--- config.mk ---
export PLATFORM = sky130hd
export DESIGN_NAME = uart_tx_arb
export DESIGN_NICKNAME = d
export VERILOG_FILES = /design/src/rtl/uart_tx_arb.sv
export SDC_FILE = /design/constraint.sdc
export NUM_CORES = 1
export LEC_CHECK = 0
export CORE_ASPECT_RATIO = 0.5
export CORE_MARGIN = 4
export CORE_UTILIZATION = 30
export CTS_CLUSTER_DIAMETER = 120
export DETAILED_ROUTE_END_ITERATION = 8
export PLACE_DENSITY = 0.52
export SYNTH_ARGS = -nofsm -noshare
export SYNTH_HDL_FRONTEND = slang
export SYNTH_SLANG_ARGS = --single-unit
--- constraint.sdc ---
create_clock -name clk -period 6.5 [get_ports clk]
set_input_delay 1.3 -clock clk [delete_from_list [all_inputs] [get_ports clk]]
set_output_delay 1.3 -clock clk [all_outputs]
set_load 0.01 [all_outputs]
--- src/rtl/uart_tx_arb.sv ---
// uart_tx_arb: two-requester round-robin arbiter feeding an 8N1 UART transmitter
// Ports: clk, rst (async, active-high); reqN_valid/reqN_data/reqN_ready byte handshake per requester;
//        tx serial line (idle high); busy while a frame is on the line; grant_id owner of current/last frame.
module uart_tx_arb #(
    parameter int DIVISOR = 10417
) (
    input  logic       clk,
    input  logic       rst,
    input  logic       req0_valid,
    input  logic [7:0] req0_data,
    output logic       req0_ready,
    input  logic       req1_valid,
    input  logic [7:0] req1_data,
    output logic       req1_ready,
    output logic       tx,
    output logic       busy,
    output logic       grant_id
);
    localparam int CW = $clog2(DIVISOR);
    typedef enum logic [1:0] {IDLE, START, DATA, STOP} state_t;
    state_t        state_q, state_d;
    logic [CW-1:0] cnt_q, cnt_d;
    logic [2:0]    bit_q, bit_d;
    logic [7:0]    shift_q, shift_d;
    logic          tx_q, tx_d, grant_q, grant_d, last_q, last_d;
    logic          term, sel1;

    assign term = cnt_q == CW'(DIVISOR - 1);
    // On a tie the requester that did not win last time goes first.
    assign sel1 = req1_valid && (!req0_valid || !last_q);
    assign req1_ready = state_q == IDLE && sel1;
    assign req0_ready = state_q == IDLE && req0_valid && !sel1;
    assign busy = state_q != IDLE;
    assign tx = tx_q;
    assign grant_id = grant_q;

    always_comb begin
        state_d = state_q;
        cnt_d = (state_q == IDLE || term) ? '0 : cnt_q + 1'b1;
        bit_d = bit_q;
        shift_d = shift_q;
        tx_d = tx_q;
        grant_d = grant_q;
        last_d = last_q;
        if (state_q == IDLE) begin
            if (req0_ready || req1_ready) begin
                state_d = START;
                shift_d = req1_ready ? req1_data : req0_data;
                grant_d = req1_ready;
                last_d = req1_ready;
                bit_d = '0;
                tx_d = 1'b0;
            end
        end else if (term) begin
            // tx is registered, so it is loaded with the level of the bit about to start.
            unique case (state_q)
                START: begin
                    state_d = DATA;
                    tx_d = shift_q[0];
                end
                DATA: begin
                    bit_d = bit_q + 3'd1;
                    shift_d = shift_q >> 1;
                    state_d = bit_q == 3'd7 ? STOP : DATA;
                    tx_d = bit_q == 3'd7 ? 1'b1 : shift_q[1];
                end
                default: begin
                    state_d = IDLE;
                    tx_d = 1'b1;
                end
            endcase
        end
    end

    always_ff @(posedge clk or posedge rst) begin
        if (rst) begin
            state_q <= IDLE;
            cnt_q <= '0;
            bit_q <= '0;
            shift_q <= '0;
            tx_q <= 1'b1;
            grant_q <= 1'b0;
            last_q <= 1'b1;
        end else begin
            state_q <= state_d;
            cnt_q <= cnt_d;
            bit_q <= bit_d;
            shift_q <= shift_d;
            tx_q <= tx_d;
            grant_q <= grant_d;
            last_q <= last_d;
        end
    end
endmodule
# Word level (Yosys, flattened, before mapping)
# Cells that the tools add are included.
# op_classes
n_addsub,2
eq_ne,5
n_mux,20
n_reduce_logical,17
# ops
op,count
8-bit two-way mux,5
"14-bit by 1-bit adder with 14-bit output, second input constant",1
"14-bit == test, second input constant",1
14-bit two-way mux,1
3-bit two-way mux,4
2-bit two-way mux,3
2-bit nonzero test,3
1-bit two-way mux,5
1-bit logical AND,4
2-bit case mux with 2 select lines,1
2-bit AND reduction,2
"3-bit by 1-bit adder with 3-bit output, second input constant",1
"3-bit == test, second input constant",1
1-bit logical NOT,3
1-bit logical OR,3
3-bit AND reduction,1
"2-bit by 1-bit == test with 1-bit output, second input constant",1
"2-bit == test, second input constant",1
2-bit logical NOT,1
"2-bit by 1-bit != test with 1-bit output, second input constant",1
1-bit case mux with 2 select lines,1
# word_totals
regBits,30
inputBits,20
output_inout_bits,5
elab_cells,51

# Logic depth before layout (Yosys ltp)
# logic_depth
ltp_word,8
mapped_depth,8
ltp_nobuf,6

# Least setup slack after synthesis
# OpenSTA, ideal clock, no wires.
# synth_path
path_type,input to output
startpoint,in req1_valid
endpoint,out req1_ready
t_arrival_ns,2.125
t_required_ns,5.200
slack_ns,3.075
cell_stages,3
path_buffers,1
path_cell_list,a21boi_0 buf_2 and2_1
# synth_via
elab_chain_cells,2
# synth_lines
element,line,source
"start, declared",12,"input logic req1_valid,"
1-bit logical AND,30,assign sel1 = req1_valid && (!req0_valid || !last_q);
1-bit logical AND,31,assign req1_ready = state_q == IDLE && sel1;
"end, declared",14,"output logic req1_ready,"
# No other way between the ends.

# Worst setup path in the final report
# Ends and elaborated chain as after synthesis.

==> metrics.csv <==
metric,value,unit
worstRegToRegCells,4,
yosys_warnings,0,
hold_depth,2,
fin_worst_skew,0.00630,ns
peakVddDrop,123,uV
rr_endpoint,bit_q[1]$_DFFE_PP0P_,
synthXorXnorAreaFrac,6.28,%
hold_violations,0,
port_buffers,24,
root_buffer,clkbuf_8,
diodes,0,
maxCapViolations,0,
drive_gt1_share,13.8,%
cts_tree,done,
crit_fanout,12,
worst_pin_slew,0.768,ns
cts_sinks,30,
syn_avg_cell_area,10.4,um2
rrSetupSlack,3.79,ns
rsz0062_at_grt,no,
syn-num-nets,188,
viasPerCell,4.60,
worst-endpoint-required,5.20,ns
synth_mux_area_share,13.6,%
antenna_found_initial,0,
holdPathEnd,tx$_DFFE_PP1P_,
fin_worst_hold_slack,0.481,ns
seq_area,753,um2
synth-seq-area-share,45.0,%
dp_cells,251,
drc,0,
coreArea,5160,um2
synth_compound_area_share,8.15,%
die_y,60.8,um
path_clk_slew,0.06,ns
multi_input_area,837,um2
fillers,503,
setup_viol,0,
power.leakage,0.927,nW
netlist_instances,161,
crit_type,in -> out,
r2r-start,cnt_q[6]$_DFF_PP0_,
gp_congestion,0.732,
dr.first_iter.drc_count,16,
initial_core_util,32.4,%
grt.total_usage,10.8,%
grt_pass1_vias,1237,
setup-tns-final,0,ns
fin_crit_sh,64.5,%
slew-limit-headroom,48.8,%
dp.final_hpwl,2330,um
hold_buffers,0,
cp.arrival,2.89,ns
grt_max_degree,31,
numCtsBuffers,5,
hold_start,tx$_DFFE_PP1P_,
ant_nets,0,
syn_area,1670,um2
hold_class,reg -> reg,
yosysUniqueCellTypes,36,
fin_cells,259,
synth-simple-area-share,16.8,%
drt_pass1_iterations,2,
synthAdderAreaFrac,5.24,%
grt_first_pass_wirelength,5760,um
synth_top_family_by_area,simple AND/OR/NAND/NOR gates,
dieWidth,114,um
clk_latency,0.28,ns
grt-ovfl-total,0,
vias,1191,
outcome,finished clean,
io_pins,25,
wl_per_cell,12.4,um
fmax,239,MHz
start_kind,input port,
area_growth,24.8,%
h-tree-depth,2,
critPathCaptureType,primary output,
cts_max_path_buffers,2,
ys_ff_latch,30,
min_period,4.19,ns
p_total,0.391,mW
cts_resized,0,
stdcell_area,2090,um2
final_nets,215,
dpl_cell_area,1980,um2
final_max_slew_viol_count,0,
dieArea,6910,um2
p_per_area,188,nW/um2
cts_setup_buffers,0,
num_rows,18,
routed_wirelength,3220,um
## sequential cells by signal, indices dropped and copies added (netlist names)
register  cells
bit_q         3
last_q        1
cnt_q        14
state_q       2
grant_id      1
shift_q       8
tx            1
## worst max path at each step
stage | start | endpoint | slack [ns]
after global routing | req0_valid | req1_ready | 2.23
final | req1_valid | req1_ready | 2.31
after global placement | req1_valid | req1_ready | 2.34
after detailed placement | req0_valid | req1_ready | 2.30
after floorplan | req1_valid | req1_ready | 3.07
after CTS | req1_valid | req1_ready | 2.30
## power by group
part | internal [mW] | switching (mW)
sequential | 0.187 | 0
combinational | 0.0128 | 0.00808
clock | 0.113 | 0.0711
## synthesized netlist by cell type, drive strengths merged
| library cell | n | area [um2] |
|---|---|---|
| dfrtp | 28 | 701 |
| nor2 | 24 | 90.1 |
| mux2 | 11 | 158 |
| inv | 10 | 37.5 |
| nand2 | 9 | 33.8 |
| xnor2 | 9 | 78.8 |
| a21oi | 8 | 40.0 |
| ha | 7 | 87.6 |
| mux2i | 7 | 70.1 |
| buf | 6 | 41.3 |
| nand3 | 5 | 25.0 |
| nand4 | 4 | 25.0 |
| o21ai | 4 | 20.0 |
| nor4 | 3 | 18.8 |
| xor2 | 3 | 26.3 |
| and2 | 2 | 12.5 |
| dfstp | 2 | 52.6 |
| nand4bb | 2 | 22.5 |
| nor2b | 2 | 12.5 |
| nor3 | 2 | 10.0 |
| a21boi | 1 | 7.51 |
| a21o | 1 | 7.51 |
| a311oi | 1 | 8.76 |
| a31oi | 1 | 6.26 |
| and3 | 1 | 7.51 |
| and4 | 1 | 8.76 |
| clkbuf | 1 | 3.75 |
| o21bai | 1 | 7.51 |
| o221ai | 1 | 8.76 |
| o2bb2ai | 1 | 8.76 |
| o31ai | 1 | 21.3 |
| or3 | 1 | 6.26 |
| or4 | 1 | 7.51 |
## cell usage in the layout (no fill, tap or decap), drive strengths merged
cell type	instances
a21boi	1
a21o	1
a21oi	8
a311oi	1
a31oi	1
and2	2
and3	1
and4	1
buf	3
bufinv	1
clkbuf	5
clkdlybuf4s50	24
clkinv	2
dfrtp	28
dfstp	2
ha	7
inv	10
mux2	11
mux2i	7
nand2	9
nand3	5
nand4	4
nand4bb	2
nor2	24
nor2b	2
nor3	2
nor4	3
o21ai	4
o21bai	1
o221ai	1
o2bb2ai	1
o31ai	1
or3	1
or4	1
xnor2	9
xor2	3
## critical path, stage by stage
cell             delay [ns]
clkdlybuf4s50_1        0.49
a21boi_1               0.16
buf_4                  0.22
and2_1                 0.17
clkdlybuf4s50_1        0.54
## layer usage
layer,track usage [%],routed length (um),up-vias,share of wire [%]
li1,-,-,607,-
met1,13.3,1630,571,51
met2,18.1,1480,11,46
met3,3.29,85,2,2.6
met4,4.62,27,0,0.84
met5,0,0,-,0
## layout make-up
type	instances	area share, %
well taps	70	4.20
inverters	10	1.80
repair buffers	27	12.6
flip-flops and latches	30	36.1
multi-input cells	114	40.1
clock inverters	3	1.92
clock buffers	5	3.30
## kinds of logic after synthesis
kind of cell | Yosys count
DFF | 30
muxes | 18
adders and majority gates | 7
and+or+nand+nor | 57
xor gates and xnor gates | 12
AOI/OAI and AO/OA | 20
buffers and inverters | 17
## stage by stage
step           util (%)  worst slack (ns)
2_1_floorplan         -              3.07
3_3_place_gp       38.4              2.34
3_5_place_dp       38.4              2.30
4_1_cts            40.5              2.30
5_1_grt            40.5              2.23
6_report           40.5              2.31
Power figures use the tool's default switching activity.
